$ cat config.mk
export PLATFORM = sky130hd
export DESIGN_NAME = lc3b_control
export DESIGN_NICKNAME = d
export VERILOG_FILES = /design/src/rtl/lc3b_ctrl_pkg.sv /design/src/rtl/lc3b_ctrl_decode.sv /design/src/rtl/lc3b_control.sv
export SDC_FILE = /design/constraint.sdc
export NUM_CORES = 1
export LEC_CHECK = 0
export BUFFER_PORTS_ARGS = -buffer_cell sky130_fd_sc_hd__buf_2
export CAP_MARGIN = 20
export CORE_MARGIN = 2
export CORE_UTILIZATION = 47
export CTS_CLUSTER_DIAMETER = 200
export DETAILED_ROUTE_END_ITERATION = 10
export MAX_ROUTING_LAYER = met4
export PLACE_DENSITY = 0.83
export SYNTH_ARGS = -nofsm -noshare
export SYNTH_HDL_FRONTEND = slang
export SYNTH_SLANG_ARGS = --single-unit
$ cat constraint.sdc
create_clock -name clk -period 3.7 [get_ports clk]
set_input_delay 0 -clock clk [delete_from_list [all_inputs] [get_ports clk]]
set_output_delay 0 -clock clk [all_outputs]
set_load 0.005 [all_outputs]
$ cat src/rtl/lc3b_ctrl_pkg.sv
// rtl/lc3b_ctrl_pkg.sv - shared states, opcodes, aluop codes and control word for the LC-3b controller
package lc3b_ctrl_pkg;

    typedef enum logic [3:0] {
        ST_FETCH1 = 4'd0,
        ST_FETCH2 = 4'd1,
        ST_FETCH3 = 4'd2,
        ST_DECODE = 4'd3,
        ST_ALU    = 4'd4,
        ST_LDW1   = 4'd5,
        ST_LDW2   = 4'd6,
        ST_LDW3   = 4'd7,
        ST_STW1   = 4'd8,
        ST_STW2   = 4'd9,
        ST_HALT   = 4'd10,
        ST_ERROR  = 4'd11
    } state_t;

    localparam logic [3:0] OP_ADD  = 4'b0001;
    localparam logic [3:0] OP_AND  = 4'b0101;
    localparam logic [3:0] OP_NOT  = 4'b1001;
    localparam logic [3:0] OP_LDW  = 4'b0110;
    localparam logic [3:0] OP_STW  = 4'b0111;
    localparam logic [3:0] OP_TRAP = 4'b1111;

    localparam logic [2:0] ALUOP_ADD = 3'b000;
    localparam logic [2:0] ALUOP_AND = 3'b001;
    localparam logic [2:0] ALUOP_NOT = 3'b010;

    typedef struct packed {
        logic [2:0] aluop;
        logic       ldcc;
        logic       ldir;
        logic       ldreg;
        logic       ldpc;
        logic       ldmar;
        logic       ldmdr;
        logic       memen;
        logic       gate_pc;
        logic       gate_mdr;
        logic       gate_alu;
        logic       gate_marmux;
        logic       halted;
        logic       error;
    } ctrl_t;

    function automatic logic [2:0] alu_sel(input logic [3:0] opcode);
        case (opcode)
            OP_AND:  alu_sel = ALUOP_AND;
            OP_NOT:  alu_sel = ALUOP_NOT;
            default: alu_sel = ALUOP_ADD;
        endcase
    endfunction

endpackage

$ cat src/rtl/lc3b_ctrl_decode.sv
// rtl/lc3b_ctrl_decode.sv - combinational state-to-control-word decode
module lc3b_ctrl_decode
    import lc3b_ctrl_pkg::*;
(
    input  state_t     state_i,
    input  logic [3:0] opcode_i,
    output ctrl_t      ctrl_o
);

    always_comb begin
        ctrl_o = '0;
        case (state_i)
            ST_FETCH1: begin
                ctrl_o.gate_pc = 1'b1;
                ctrl_o.ldmar   = 1'b1;
                ctrl_o.ldpc    = 1'b1;
            end
            ST_FETCH2: ctrl_o.ldmdr = 1'b1;
            ST_FETCH3: ctrl_o.ldir  = 1'b1;
            ST_ALU: begin
                ctrl_o.gate_alu = 1'b1;
                ctrl_o.ldreg    = 1'b1;
                ctrl_o.ldcc     = 1'b1;
                ctrl_o.aluop    = alu_sel(opcode_i);
            end
            ST_LDW1, ST_STW1: begin
                ctrl_o.gate_marmux = 1'b1;
                ctrl_o.ldmar       = 1'b1;
            end
            ST_LDW2: ctrl_o.ldmdr = 1'b1;
            ST_LDW3: begin
                ctrl_o.gate_mdr = 1'b1;
                ctrl_o.ldreg    = 1'b1;
            end
            ST_STW2:  ctrl_o.memen  = 1'b1;
            ST_HALT:  ctrl_o.halted = 1'b1;
            ST_ERROR: ctrl_o.error  = 1'b1;
            default:  ;
        endcase
    end

endmodule

$ cat src/rtl/lc3b_control.sv
// rtl/lc3b_control.sv - LC-3b Moore control FSM with memory-wait timeout
module lc3b_control
    import lc3b_ctrl_pkg::*;
(
    input  logic        clk,
    input  logic        reset,
    input  logic [15:0] IR,
    input  logic        N,
    input  logic        P,
    input  logic        Z,
    input  logic        R,
    output logic [2:0]  aluop,
    output logic        LDCC,
    output logic        LDIR,
    output logic        LDREG,
    output logic        LDPC,
    output logic        LDMAR,
    output logic        LDMDR,
    output logic        MEMEN,
    output logic        GatePC,
    output logic        GateMDR,
    output logic        GateALU,
    output logic        GateMARMUX,
    output logic        halted,
    output logic        error,
    output logic [3:0]  state
);

    state_t     state_q, state_d;
    logic [3:0] wait_cnt_q, wait_cnt_d;
    logic       in_wait;
    logic       timeout;
    ctrl_t      ctrl;
    ctrl_t      ctrl_out;
    logic       unused_ok;

    // Condition codes and operand fields are not consumed by this revision.
    assign unused_ok = ^{N, P, Z, IR[11:0]};

    assign in_wait = (state_q == ST_FETCH2) || (state_q == ST_LDW2) || (state_q == ST_STW2);
    assign timeout = in_wait && !R && (wait_cnt_q == 4'hF);

    always_comb begin
        state_d = state_q;
        case (state_q)
            ST_FETCH1: state_d = ST_FETCH2;
            ST_FETCH2: if (R) state_d = ST_FETCH3;
            ST_FETCH3: state_d = ST_DECODE;
            ST_DECODE: begin
                case (IR[15:12])
                    OP_ADD, OP_AND, OP_NOT: state_d = ST_ALU;
                    OP_LDW:                 state_d = ST_LDW1;
                    OP_STW:                 state_d = ST_STW1;
                    OP_TRAP:                state_d = ST_HALT;
                    default:                state_d = ST_FETCH1;
                endcase
            end
            ST_ALU:    state_d = ST_FETCH1;
            ST_LDW1:   state_d = ST_LDW2;
            ST_LDW2:   if (R) state_d = ST_LDW3;
            ST_LDW3:   state_d = ST_FETCH1;
            ST_STW1:   state_d = ST_STW2;
            ST_STW2:   if (R) state_d = ST_FETCH1;
            default:   state_d = state_q;
        endcase
        if (timeout) begin
            state_d = ST_ERROR;
        end
    end

    always_comb begin
        wait_cnt_d = wait_cnt_q;
        if (state_d != state_q) begin
            wait_cnt_d = '0;
        end else if (in_wait && !R) begin
            wait_cnt_d = wait_cnt_q + 4'd1;
        end
    end

    always_ff @(posedge clk) begin
        if (reset) begin
            state_q    <= ST_FETCH1;
            wait_cnt_q <= '0;
        end else begin
            state_q    <= state_d;
            wait_cnt_q <= wait_cnt_d;
        end
    end

    lc3b_ctrl_decode u_decode (
        .state_i  (state_q),
        .opcode_i (IR[15:12]),
        .ctrl_o   (ctrl)
    );

    // Reset overrides the decode so nothing reaches the datapath mid-reset.
    assign ctrl_out   = reset ? '0 : ctrl;

    assign aluop      = ctrl_out.aluop;
    assign LDCC       = ctrl_out.ldcc;
    assign LDIR       = ctrl_out.ldir;
    assign LDREG      = ctrl_out.ldreg;
    assign LDPC       = ctrl_out.ldpc;
    assign LDMAR      = ctrl_out.ldmar;
    assign LDMDR      = ctrl_out.ldmdr;
    assign MEMEN      = ctrl_out.memen;
    assign GatePC     = ctrl_out.gate_pc;
    assign GateMDR    = ctrl_out.gate_mdr;
    assign GateALU    = ctrl_out.gate_alu;
    assign GateMARMUX = ctrl_out.gate_marmux;
    assign halted     = ctrl_out.halted;
    assign error      = ctrl_out.error;
    assign state      = state_q;

endmodule

== Word level (Yosys, flattened, before mapping) ==
Index checks and enable logic that the tools add are counted.
Operators by class
  muxes and demuxes: 20
  equality and inequality tests: 19
  reduce and logical (&&, ||, !) cells: 12
  $add $sub $neg: 1
Operators with widths (count)
  one-hot mux 4 bit (9 select lines): 1
  equality test 4 x 3 -> 1 bit, second input constant: 7
  equality test 4 bit, second input constant: 7
  two-way mux 16 bit: 1
  two-way mux 4 bit: 4
  one-hot mux 4 bit (4 select lines): 1
  two-way mux 1 bit: 11
  equality test 4 x 1 -> 1 bit, second input constant: 2
  equality test 4 x 2 -> 1 bit, second input constant: 2
  OR reduction 2 bit: 4
  OR reduction 3 bit: 2
  adder 4 x 1 -> 4 bit, second input constant: 1
  zero test 4 bit: 1
  != test 4 bit: 1
  one-hot mux 2 bit (2 select lines): 1
  two-way mux 3 bit: 1
  logical AND 1 bit: 2
  logical OR 1 bit: 2
  zero test 1 bit: 1
Storage, ports and cells
  word-level logic and storage cells: 54
  input bits: 22
  output and inout port bits: 20
  flip-flop bits (word level): 8

== Logic depth before layout (Yosys ltp) ==
  depth after elaboration: 8
  mapped depth: 6
  depth with buffers taken out: 6

== Hierarchy ==
Synthesis repeated with hierarchy kept, for this count alone.
Unflattened totals
  cell total of the unflattened synthesis: 117
  area, all modules: 904.6 um2
Modules (own cells, without submodules)
  lc3b_control: instances 1, cells each 89, sequential area each 160.2 um2, area each 709.4 um2
  lc3b_ctrl_decode: instances 1, cells each 28, sequential area each 0.0 um2, area each 195.2 um2

== Worst setup path after synthesis ==
OpenSTA, ideal clock, no wires.
  path kind: register to register
  start point: register state_q[0] (netlist: state[0])
  end point: register wait_cnt_q[0]
  arrival time: 1.380 ns
  stages on the path, launching flop included: 7
  data required time: 3.569 ns
  buffers on the path: 1
  library setup time: 0.131 ns
  setup slack: 2.188 ns
  cells stage by stage: dfxtp_1 > buf_6 > or3b_4 > nor2_1 > nor3_1 > a32oi_2 > nor3_1
Between the ends
  cells in the longest elaborated chain, start to end: 8
  elaborated cells between the ends (all ways): 22
Ends and longest elaborated chain
  start, declared: RTL line lc3b_control.sv:29  | state_t state_q, state_d;
  start signal, assigned: RTL line lc3b_control.sv:85  | state_q <= state_d;
  parallel branches: the longest is 8 deep, another holds one-hot mux 4 bit (9 select lines)
  end signal, assigned: RTL line lc3b_control.sv:86  | wait_cnt_q <= wait_cnt_d;
  end, declared: RTL line lc3b_control.sv:30  | logic [3:0] wait_cnt_q, wait_cnt_d;
Several ways; the timed one is not identified.
A chain may end at the register's enable or synchronous reset.

== Final worst setup path ==
  start point: register state_q[0] (netlist: state[0])
  end point: register wait_cnt_q[1]
Same word-level chain as after synthesis.

==> run metrics <==
Top FF cell, synth=dfxtp_1; Initial DRC Count=9; gpl congestion=0.830; Max VDD drop=about 160 uV; mean post-synth cell area=7.47 um2; via/cell ratio=5.87; RSZ-0062 raised after global routing=false; clk_lat worst skew=0.25 ns; relative max-transition margin=0.570; setup slack, reg-to-reg=1.75 ns; FFs w/ async S/R, synth=0; Clock Path Buffers=2; Yosys reg bits=8; Critical Path Source Type=flip-flop; vias in the first global route=656; crit-path max FO=20; crit path DAT=~2.1 ns; post-cts sizing count=0; total of max-cap violations=0; # setup viols final=0; fin crit period=1.95 ns; hold crit path type=in2reg; Core ar.=around 1600 um2; Post-synth EDFFs=0; Clock transition at path regs=0.05 ns; clock root cell=clkbuf_4; die width=45.2 um; largest net degree at the start of global routing=21; antenna diode count=0; Post-CTS Setup Inserts=0; grt met1 use=0.237; met3 Track Usage GR=0.0720; commonest non-fill, non-tap cells in the layout=25 x buf_2, 16 x nand2_1, 9 x nor3_1, 9 x nor2_1, 8 x dfxtp_1; Routed WL=1750 um; post-route insts no fill=140; hold_buf cts=0; mapped cell area=approximately 800 um2; Initial Util=0.513; met2 Track Usage GR=0.289; Layout area overhead=10.8%; H-Tree Depth=1; clk sinks=8; Final Hold Vio Count=0; post-synthesis sequential area ratio=0.200; I/O Buffers=25; Fill cells=156; Die Area=2050 um2; Detailed Routing Iterations Pass 1=4; initial antenna violation count=0; Worst Skew=0.00466 ns; final worst-path cycle share=0.527; Worst Max-Slew Pin Slew=0.644 ns; Ports=between 40 and 50; Pwr Total=0.214 mW; post-synthesis cell type count=46; post-synth net total=130; Sw Pwr=0.0649 mW; Die H=45.2 um; status=finished clean; switching share of total power=0.302; Peak Freq=513 MHz; CTS tree=built; proportion of layout cells with a drive suffix above 1=0.315; Power Density=roughly 240 nW/um2; Comb power frac=0.247; wire length per cell=12.5 um; P_int=between 0.1 and 0.15 mW; via count=822; post-route ant nets=0; most common cell after layout, fill and taps aside=buf_2; Synth Warn #=0; All-Layer GR Usage=0.188; Crit Path Category=reg2reg; placed insts=between 100 and 150; num rows=14; first-pass GRT wire length=2780 um; Leak=just under 0.4 nW; Core Util, Final=0.568; total congestion overflow=0; WP data required=3.81 ns; detailed placement HPWL=1320 um; final net count=roughly 150; DRC=0; clock network power share=0.293; busiest grt layer=met2; TNS Setup=0 ns; critical path capture point type=flip-flop; Sequential Power Share=0.459; final slew viol count=0; Post-Syn Instances=around 110; CTS buffer count=3
==> power groups by stage <==
stage | registers, mW | logic (mW) | clock network [mW]
floorplan | 0.0920 | 0.0501 | 0
global placement | 0.0996 | 0.0512 | 0
finish | 0.0985 | 0.0531 | 0.0629
global route | 0.0994 | 0.0589 | 0.0737
detailed placement | 0.100 | 0.0530 | 0
CTS | 0.0981 | 0.0530 | 0.0660
==> per-layer routing <==
metal	routed length, um	share of wire
met1	798	0.46
met2	860	0.49
met3	88	0.050
met4	0	0
met5	0	0
==> worst max-delay path, cell delays in order, from the launching register on <==
cell	delay, ns
dfxtp_1	0.73
or3b_4	0.50
nor2_1	0.13
nor3_1	0.10
a32oi_2	0.27
nor3_1	0.10
==> final timing paths <==
kind	to	cells after the start	from
worst max-delay path	wait_cnt_q[1]	5	state[0]
worst min-delay path	state[1]	2	reset
worst max register to register	wait_cnt_q[1]	5	state[0]
worst min register to register	wait_cnt_q[3]	2	wait_cnt_q[3]
==> synth_stat cells, drive strengths merged (2+ instances only) <==
cell type | count | share of area
nor2 | 9 | 0.042
nand2 | 16 | 0.075
buf | 9 | 0.092
dfxtp | 8 | 0.20
inv | 4 | 0.019
nor3 | 10 | 0.069
o22ai | 2 | 0.016
a211oi | 2 | 0.019
or2 | 3 | 0.023
xnor2 | 2 | 0.022
nor4 | 3 | 0.023
clkbuf | 2 | 0.0094
nand2b | 4 | 0.031
a31oi | 3 | 0.023
a21oi | 6 | 0.056
==> sequential cells by signal, indices dropped and copies added (netlist names) <==
register    cells
state           4
wait_cnt_q      4
==> per-stage QoR <==
stage / hold slack (ns) / cell area, um2 / setup WS, ns
2_1_floorplan: 0.0353 / 800 / 2.19
4_1_cts: 0.0985 / 886 / 1.76
5_1_grt: 0.119 / 886 / 1.59
6_report: 0.103 / 886 / 1.75
3_5_place_dp: 0.279 / 863 / 1.76
3_3_place_gp: 0.272 / 863 / 1.81
==> logic make-up after synthesis <==
family,share of synthesized area
multiplexers,0.0266
flip-flops,0.200
AO/OA/AOI/OAI,0.216
AND/OR/NAND/NOR,0.383
XOR/XNOR,0.0329
other,0.00469
adder cells (fa/ha/maj),0.0156
buffers and inverters,0.121
==> cell type report <==
type	instances	area (um2)	share of cell area
repair buffers	25	125	0.141
multi-input cells	84	543	0.613
clock buffers	3	22.5	0.0254
inverters	4	15.0	0.0169
flip-flops and latches	8	160	0.181
well taps	16	20.0	0.0226
Power figures use the tool's default switching activity.
